$ cat config.mk
export PLATFORM = sky130hd
export DESIGN_NAME = servo_sched
export DESIGN_NICKNAME = d
export VERILOG_FILES = /design/src/rtl/servo_sched.sv
export SDC_FILE = /design/constraint.sdc
export NUM_CORES = 1
export LEC_CHECK = 0
export CELL_PAD_IN_SITES_DETAIL_PLACEMENT = 0
export CELL_PAD_IN_SITES_GLOBAL_PLACEMENT = 2
export CORE_MARGIN = 2
export CORE_UTILIZATION = 43
export DETAILED_ROUTE_END_ITERATION = 10
export HOLD_SLACK_MARGIN = 0.06
export PLACE_DENSITY = 0.8
export SYNTH_ARGS = -nofsm -noshare
export SYNTH_HDL_FRONTEND = slang
export SYNTH_SLANG_ARGS = --single-unit
$ cat constraint.sdc
create_clock -name clk -period 4.2 [get_ports clk]
set_input_delay 0.84 -clock clk [delete_from_list [all_inputs] [get_ports clk]]
set_output_delay 0.84 -clock clk [all_outputs]
set_load 0.1 [all_outputs]
$ cat src/rtl/servo_sched.sv
// servo_sched
//
// Four-channel hobby-servo PWM scheduler. A 20 ms frame is split into four
// equal time slots; channel k owns slot k and drives a single pulse at the
// very start of its slot whose width is the channel's active position.
//
// Each channel keeps two position registers. The shadow register is written
// through the wr/wr_ch/wr_pos port at any time. The active register drives
// pulse generation. Active registers are refreshed from shadow only at a
// frame boundary, so a pulse never changes width halfway through a frame.
//
// Ports:
//    clk        system clock, single clock domain
//    rst        synchronous, active-high reset
//    ena        level; 1 = keep generating frames, 0 = stop after current pulse
//    wr         single-cycle write strobe for a channel position
//    wr_ch      channel index for wr
//    wr_pos     requested pulse width in clk cycles (0 disables the channel)
//    servo      PWM outputs, one bit per channel
//    frame_tick one-cycle pulse during the first cycle of every frame
//    busy       high whenever the scheduler is not idle

module servo_sched #(
   parameter int T_SLOT  = 60000,
   parameter int POS_MIN = 6000,
   parameter int POS_MAX = 30000,
   parameter int N       = 18
) (
   input  logic         clk,
   input  logic         rst,
   input  logic         ena,
   input  logic         wr,
   input  logic [1:0]   wr_ch,
   input  logic [N-1:0] wr_pos,
   output logic [3:0]   servo,
   output logic         frame_tick,
   output logic         busy
);

   typedef enum logic [1:0] {
      IDLE  = 2'd0,
      RUN   = 2'd1,
      DRAIN = 2'd2
   } state_t;

   localparam logic [N-1:0] SLOT_LAST = N'(T_SLOT - 1);
   localparam logic [N-1:0] POS_LO    = N'(POS_MIN);
   localparam logic [N-1:0] POS_HI    = N'(POS_MAX);

   state_t       state;
   logic [1:0]   slot;
   logic [N-1:0] slot_cnt;
   logic [N-1:0] shadow [4];
   logic [N-1:0] active [4];

   // Keep written positions inside the range a servo can physically follow.
   // Zero is left alone because it means "channel disabled" rather than a
   // very short pulse.
   function automatic logic [N-1:0] clamp_pos(input logic [N-1:0] p);
      logic [N-1:0] r;
      if (p == '0) begin
         r = '0;
      end else if (p < POS_LO) begin
         r = POS_LO;
      end else if (p > POS_HI) begin
         r = POS_HI;
      end else begin
         r = p;
      end
      return r;
   endfunction

   // Main scheduler. Shadow writes happen in every state, and the active
   // registers copy the shadow registers with non-blocking reads, so a write
   // that lands on a reload edge is seen only at the next frame boundary.
   // RUN walks the slots back to back. Dropping ena moves to DRAIN, which
   // lets the current pulse finish before falling back to IDLE. Once in
   // DRAIN, ena is ignored until IDLE has been reached.
   always_ff @(posedge clk) begin
      if (rst) begin
         state      <= IDLE;
         slot       <= 2'd0;
         slot_cnt   <= '0;
         frame_tick <= 1'b0;
         for (int k = 0; k < 4; k++) begin
            shadow[k] <= '0;
            active[k] <= '0;
         end
      end else begin
         frame_tick <= 1'b0;

         if (wr) begin
            shadow[wr_ch] <= clamp_pos(wr_pos);
         end

         case (state)
            IDLE: begin
               slot     <= 2'd0;
               slot_cnt <= '0;
               if (ena) begin
                  state      <= RUN;
                  frame_tick <= 1'b1;
                  for (int k = 0; k < 4; k++) begin
                     active[k] <= shadow[k];
                  end
               end
            end

            RUN: begin
               if (!ena) begin
                  state <= DRAIN;
               end
               if (slot_cnt == SLOT_LAST) begin
                  slot_cnt <= '0;
                  slot     <= slot + 2'd1;
                  if (slot == 2'd3 && ena) begin
                     frame_tick <= 1'b1;
                     for (int k = 0; k < 4; k++) begin
                        active[k] <= shadow[k];
                     end
                  end
               end else begin
                  slot_cnt <= slot_cnt + 1'b1;
               end
            end

            DRAIN: begin
               if (slot_cnt >= active[slot]) begin
                  state    <= IDLE;
                  slot     <= 2'd0;
                  slot_cnt <= '0;
               end else if (slot_cnt == SLOT_LAST) begin
                  slot_cnt <= '0;
                  slot     <= slot + 2'd1;
               end else begin
                  slot_cnt <= slot_cnt + 1'b1;
               end
            end

            default: begin
               state    <= IDLE;
               slot     <= 2'd0;
               slot_cnt <= '0;
            end
         endcase
      end
   end

   // Pulse outputs are decoded straight from the counters. A channel is high
   // from the first cycle of its own slot until its count reaches the active
   // width, so a zero width never produces a pulse.
   always_comb begin
      servo = 4'b0000;
      for (int k = 0; k < 4; k++) begin
         servo[k] = (state != IDLE) && (slot == 2'(k)) && (slot_cnt < active[k]);
      end
   end

   // Anything other than IDLE counts as busy, including the drain tail.
   assign busy = (state != IDLE);

endmodule

==> results by stage, run 1 <==
CTS:
- The number of sinks driven by the clock tree is 167.
- The count of instances resized after the clock tree is built is 0.
- The CTS tree is done.
- The total CTS buffers is 17.
- The number of H-tree branching levels is 4.
- After clock tree synthesis, the clock-pin slew on the worst setup and hold paths is 0.07 ns.
- The clock passes through at most 2 buffers.
- Clock latency on the worst-skew pair, taken at its later pin, is 0.44 ns.
- The cell at the root of the clock tree is clkbuf_16.
- After clock tree synthesis, the setup repair step added 0 buffers.
- In this run, post-CTS hold repair placed 0 buffers.

Yosys:
- The synthesized area per cell is 11.63 um^2.
- The total standard cell area after synthesis is 0.009211 mm^2.
- The cell type with the largest total area after synthesis is edfxtp_1.
- The synthesized netlist cell count is 792.
- The number of distinct library cells after synthesis is 58.
- After synthesis, the share of flip-flops with an asynchronous set or reset is 0%.
- Summed over its instances, the top area cell type makes up 46.94% of the synthesized netlist area.
- The register bit total from synthesis is 167.
- Yosys printed 0 warnings.
- Ranked by total cell area, the synthesized netlist is headed by edfxtp_1, ha_1, and2_1, dfxtp_1, mux4_2.
- The sequential share of the synthesized area is 51.94%.
- The synthesized design contains 144 enable-type register cells.
- The dominant register cell in the synthesized netlist is edfxtp_1.

Timing:
- The peak clock frequency supported by timing is 272.9 MHz.
- The number of hold-slack violations in the final timing report is 0.
- Measured against its own limit, the worst slew margin works out to 28.63%.
- The worst clock skew is 0.01784 ns.
- The final critical path takes up 87.23% of the cycle.
- The count of final setup violators is 0.
- The worst-case hold slack is 0.5198 ns.
- The total negative slack for setup checks is 0 ns.
- Setup repair after global routing left no endpoint under its margin.
- The final max-slew violation count is 0.
- The time the final worst path needs with I/O delays and setup is 3.664 ns.
- At the pin with the least slew margin, the transition time is 1.071 ns.

Drt:
- The first routing iteration left 403 violations.
- The DRC violation count after routing is 0.
- Wires add up to 19990 um.
- The remaining antenna violation count is 0.
- For this run, the detailed router's first-pass iteration total came to 8.
- The wire length per cell after detailed routing is 17.70 um.
- The via density per instance is 5.216.
- The vias after detailed routing is 5889.

Placement:
- The HPWL after detailed placement is 15080 um.
- The number of instances in the placed design is 1097.
- At the end of routability-driven placement, the weighted congestion stood at 0.8451.
- Port buffering added 29 buffers.

Worst setup path:
- The data required time of the worst path is 3.36 ns.
- Traced cell by cell, the critical path runs through ha_1 > a21o_1 > a21o_1 > a221o_1 > a31o_2 > a21oi_1 > buf_4.
- Setup slack on the worst reg-to-reg path comes out at 0.84 ns.
- STA classifies the critical path endpoint as a primary output.
- On the worst path, the slowest cell contributes a delay of 0.61 ns.
- The startpoint type of the worst setup path is a register.
- The kind of cell adding the most delay to the critical path is compound AO/OA/AOI/OAI gates.
- At the worst endpoint, the arrival time is 2.82 ns.
- The depth of the worst register-to-register path is 10.
- The largest fanout on the critical path is 11.
- The number of buffers and inverters on the critical path is 1.
- The critical path in this run is classified as reg -> out.
- The cell type with the highest occurrence count on the critical path is a21o_1.
- The slowest stage of the critical path is the dfxtp_1 cell.
- The endpoint of the worst register-to-register path is state[1]$_SDFFE_PP0P_.
- In this run the critical register-to-register path is launched from slot[0]$_SDFF_PP0_.

Power and ir drop:
- The power density over cell area is 408.4 mW/mm^2.
- Across the VDD grid, the largest voltage drop is 280.3 uV.
- In this run the static leakage power is 0.004372 uW.
- The overall power of the completed layout is 4268 uW.

Hold path:
- The launch instance of the worst min-delay path is shadow[0][8]$_SDFFCE_PN0P_.
- The worst hold path belongs to the class reg -> reg.
- The cell count of the worst hold path is 1.
- The worst hold path terminates at active[0][8]$_DFFE_PP_.

Floorplanning:
- The I/O pin count is 30.
- The floorplan has 53 rows.
- The die extent in x is 150.4 um.
- The core area is 0.02102 mm^2.
- The floorplan step set the die height to 150.4 um.
- Once the floorplan was initialized, standard cells occupied 43.82% of the core.
- The overall die area is 0.02261 mm^2.

Layout:
- After the flow finishes, the layout carries non-filler instances totaling 1129.
- Leaving out fill and tap cells, the most frequent cells in the layout are edfxtp_1, inv_1, ha_1, and2_1, nor2_1.
- The number of antenna cells inserted is 0.
- Summing all multi-input logic gate instances after layout gives 0.003993 mm^2.
- The net count reported at finish is 959.
- Leaving out fill and tap cells, the most frequent cell in the layout is edfxtp_1.
- The area taken by flip-flops and latches is 0.004785 mm^2.
- The layout cell share with drive strength beyond 1 is 9.719%.
- Relative to the synthesized area, the layout overhead comes to 13.46%.
- The filler cell count in the final layout is 1830.

GRT:
- The total overflow left after global routing is 0.
- The initial antenna violation count is 0.
- Global routing used 19.10% of the available tracks.
- The global-route wire length before repair is 32310 um.
- Entering global routing, the biggest net connects 74 pins.
- The via count of the first global-routing pass is 5866.

Run:
- The tool flagged a number of max-cap violations equal to 0.

Outcome:
- The run finished with clean final reports.
[logic make-up (layout without fill, tap and decap cells)]
| group | count (synthesis) | after routing | synth area share [%] |
|---|---|---|---|
| adder cells (fa/ha/maj) | 94 | 94 | 12.77 |
| multiplexers | 19 | 19 | 4.510 |
| AO/OA/AOI/OAI | 98 | 98 | 7.050 |
| AND/OR/NAND/NOR | 277 | 277 | 16.91 |
| other | 1 | 12 | 0.04071 |
| XOR/XNOR | 17 | 17 | 1.616 |
| buffers and inverters | 119 | 170 | 5.162 |
| flip-flops | 167 | 167 | 51.94 |
[cells in the mapped netlist, types with 2 or more instances]
library cell / n
a211oi_1: 3
a21o_1: 26
a21oi_1: 32
a221o_1: 2
a31o_2: 3
and2_1: 76
and2_2: 4
and3_1: 19
and3_2: 4
and4_1: 3
buf_2: 2
buf_6: 2
clkbuf_1: 9
clkbuf_2: 6
dfxtp_1: 23
edfxtp_1: 144
ha_1: 94
inv_1: 98
mux4_2: 18
nand2_1: 27
nand2b_1: 14
nand3_1: 13
nand4_1: 15
nor2_1: 50
nor2b_1: 5
nor3_1: 24
nor3b_1: 3
nor4_1: 4
nor4b_1: 2
nor4bb_1: 2
o2111ai_1: 2
o211ai_1: 2
o21a_1: 2
o21ai_0: 15
or3_1: 2
or3_2: 2
or4_1: 4
xnor2_1: 9
xor2_1: 8
[how the worst max path moves through the flow]
stage | start | endpoint | slack [ns] | depth (start not counted)
6_report | slot_cnt[7]$_SDFF_PP0_ | servo[0] | 0.54 | 7
5_1_grt | slot_cnt[7]$_SDFF_PP0_ | servo[0] | 0.37 | 7
4_1_cts | slot_cnt[7]$_SDFF_PP0_ | servo[0] | 0.52 | 7
3_5_place_dp | wr_pos[0] | shadow[2][2]$_SDFFCE_PN0P_ | 0.71 | 7
3_3_place_gp | wr_pos[0] | shadow[2][2]$_SDFFCE_PN0P_ | 0.72 | 7
2_1_floorplan | slot_cnt[7]$_SDFF_PP0_ | servo[0] | 0.29 | 6
[registers in the layout, summed over array words and instances (netlist names)]
register	cells
shadow	72
frame_tick	1
slot_cnt	18
state	2
active	72
slot	2
[stage by stage]
stage / setup WS, ns / util (%) / cell area, um^2
global placement: 0.7158 / 46.87 / 9852
detailed placement: 0.7061 / 46.87 / 9852
CTS: 0.5162 / 49.72 / 10450
finish: 0.5363 / 49.72 / 10450
floorplan: 0.2885 / - / 9253
global route: 0.3702 / 49.72 / 10450
[power breakdown]
group	internal (uW)	leakage, uW	switching [uW]
clock network	810	0.000292	764
registers	1990	0.00167	88.7
logic	225	0.00241	389
total	3030	0.00437	1240
[routing by layer]
layer / wire length [um] / up-vias / GRT usage [%]
li1: - / 2924 / -
met1: 10110 / 2840 / 28.42
met2: 8961 / 109 / 29.00
met3: 658 / 16 / 2.667
met4: 253 / 0 / 5.896
met5: 0 / - / 0
[layout make-up]
type                       instances  share of cell area, %
clock buffer                      18                  4.106
clock inverter                    14                  1.628
inverter                          98                  3.520
multi-input combinational        517                  38.20
sequential                       167                  45.78
tap                              275                  3.292
timing repair buffer              40                  3.472
No activity file was read; power rests on OpenSTA's default activity.
==> inputs of run 2 (changes only) <==
Settings changed: CORE_MARGIN 2 to 10, CTS_CLUSTER_SIZE from default to 20, SLEW_MARGIN from default to 30.
==> run 2 against run 1 <==
First-iteration DRC count down 24%. Utilization is essentially flat. Worst setup slack worse by 0.0042 ns. Via count fell by 0.37%.
==> results by stage, run 2 (synthesis results as in run 1) <==
Outcome:
- The flow ran to the end, and the final reports show no timing, DRC or antenna violations.

Placement:
- The area after detailed placement is 0.009867 mm^2.
- In this run the tool buffered the top-level ports with 29 buffer cells.
- Detailed placement ended at an HPWL of 15490 um.
- The number of instances in the placed design is 1099.
- Routability-driven placement finished with a final weighted congestion of 0.8702.

Worst setup path:
- Tracing the worst setup path back leads to its startpoint at slot_cnt[7]$_SDFF_PP0_.
- The worst register-to-register path begins at slot[0]$_SDFF_PP0_.
- The startpoint type of the worst setup path is a register.
- Data on the critical path is required at its endpoint by 3.36 ns.
- The critical path is of the reg -> out type.
- The largest fanout on the critical path is 11.
- The data arrival time of the worst path is 2.83 ns.
- The critical path capture point type is a primary output.

Drt:
- The vias after detailed routing is 5867.
- The number of iterations in the first detailed-routing pass is 5.
- The detail route stage leaves a number of antenna-violating nets equal to 0.
- The total length of routed wires is 20330 um.
- The first routing iteration left 307 violations.
- After detailed routing, the average wire length per cell comes to 17.98 um.
- The DRC violation count after routing is 0.
- After detailed routing, the number of vias per cell comes to 5.187.

Power and ir drop:
- The internal power of the cells is 3017 uW.
- The switching share of total power is 28.62%.
- In this run, the combinational gates consume 14.4% of the power.
- Summed over all nets, the switching power comes to 1209 uW.
- The power density over cell area is 404.3 mW/mm^2.
- The clock share of power is 36.3%.
- The leakage power figure is 0.004378 uW.
- Of the total power, registers draw 49.3%.
- Across the VDD grid, the largest voltage drop is 252.0 uV.
- The overall power of the completed layout is 4226 uW.

Timing:
- Setup repair after global routing left no endpoint under its margin.
- Dividing the final minimum period by the clock period gives 87.33%.
- Clock skew on the completed layout was measured at 0.01475 ns.
- The worst path needs 3.668 ns of the cycle, external delays included.
- The count of final setup violators is 0.
- The transition time at the pin with the least slew margin is 0.9753 ns.
- The total negative slack for setup checks is 0 ns.
- For this run, the top clock speed supported by timing is 272.6 MHz.
- The number of hold-slack violations in the final timing report is 0.
- Measured against its own limit, the worst slew margin works out to 34.78%.
- The final max-slew violation count came to 0.

Floorplanning:
- 30 I/O pins were placed.
- In this run the vertical extent of the chip is 166.4 um.
- The cell row count is 53.
- The starting utilization of the core area is 43.82%.
- The core area is 0.02102 mm^2.
- The die extent in x is 166.4 um.
- The overall die area is 0.02768 mm^2.

Run:
- The max-cap check violation count is 0.

GRT:
- The first global-routing pass estimated 33410 um of wire.
- The via count of the first global-routing pass is 6152.
- The pin count of the biggest net entering global routing is 74.
- For this run the aggregate overflow at the end of global routing stands at 0.
- The initial antenna violation count is 0.
- The overall routing resource usage is 14.96%.

CTS:
- The total CTS buffers is 17.
- TritonCTS built the clock tree.
- The cts-stage hold buffer count is 0.
- The clock reaches the later pin of the worst-skew pair after 0.43 ns.
- Clock tree synthesis found a total of 167 sinks.
- The tree is rooted in a clkbuf_16.
- Once the clock tree was built, the setup fixing pass inserted 0 buffers.
- In this run the number of H-tree levels came out at 4.
- Post-CTS repair changed the size of 0 cells.
- The clock passes through at most 2 buffers.
- The clock edge transition at the registers on the reported setup and hold paths is 0.07 ns.

Layout:
- The finished cells cover 0.01045 mm^2.
- The filler cell count in the final layout is 1859.
- Summing all flip-flop and latch instances after layout gives 0.004785 mm^2.
- Compared with the post-synthesis result, the final layout area differs by 13.49%.
- The library cells used most frequently in the layout, excluding fill and tap cells, are edfxtp_1, inv_1, ha_1, and2_1, nor2_1.
- Summing all multi-input logic gate instances after layout gives 0.003993 mm^2.
- The net count reported at finish is 961.
- 0 antenna diodes ended up in the layout.
- In the final layout, the registers with the most flip-flops are active: 72 flops, shadow: 72 flops, slot_cnt: 18 flops.
- The core utilization of the finished layout is 49.73%.
- The post-route netlist has 9.930% of its cells at a drive strength greater than 1.
- The finished layout holds 1131 standard cells, fillers aside.
- Leaving out fill and tap cells, the most frequent cell in the layout is edfxtp_1.

Hold path:
- The tightest min-delay check is of the reg -> reg type.
- The worst hold path begins at shadow[0][15]$_SDFFCE_PN0P_.
run 2: cell count changes in the layout (fill, tap and decap cells not counted):
cell / change
buf_4: +2
inv_12: -1
clkinv_4: +3
inv_6: -2
clkinv_8: -1
inv_8: +1
run 2: routing by layer:
layer	vias up	wire length (um)	share of wire [%]	global-route usage, %
met5	-	0	0	0
met3	22	657	3.2	2.295
met1	2818	10110	50	20.45
met4	0	341	1.7	5.193
li1	2926	-	-	-
met2	101	9225	45	23.60
run 2: layout make-up:
type	count	share of cell area, %
flip-flops and latches	167	45.77
clock buffers	18	4.105
repair buffers	42	3.615
inverters	98	3.519
well taps	275	3.291
clock inverters	14	1.508
multi-input cells	517	38.19
run 2: final timing paths:
path | depth (start not counted) | to | slack, ns
setup / recovery | 7 | servo[0] | 0.53
hold reg to reg | 1 | active[0][15]$_DFFE_PP_ | 0.51
setup reg to reg | 11 | slot_cnt[0]$_SDFF_PP0_ | 0.88
hold / removal | 1 | active[0][15]$_DFFE_PP_ | 0.51
run 2: metrics by stage:
| stage | hold WS (ns) | setup WS [ns] |
|---|---|---|
| 5_1_grt | 0.5228 | 0.4013 |
| 6_report | 0.5133 | 0.5321 |
| 3_5_place_dp | 0.5022 | 0.6510 |
| 2_1_floorplan | 0.4962 | 0.2885 |
| 4_1_cts | 0.5132 | 0.4740 |
| 3_3_place_gp | 0.5003 | 0.7097 |
run 2: critical path, cell delays in order, from the launching register on:
cell	delay, ns
dfxtp_1	0.62
ha_1	0.33
a21o_1	0.16
a21o_1	0.17
a221o_1	0.34
a31o_2	0.23
a21oi_1	0.21
buf_4	0.34
run 2: power by group through the flow:
stage,Sequential [uW],Combinational (uW),Clock [uW]
floorplan,2070,428,0
global placement,2120,598,0
detailed placement,2120,615,0
CTS,2080,618,1560
global route,2100,690,1630
finish,2080,608,1530
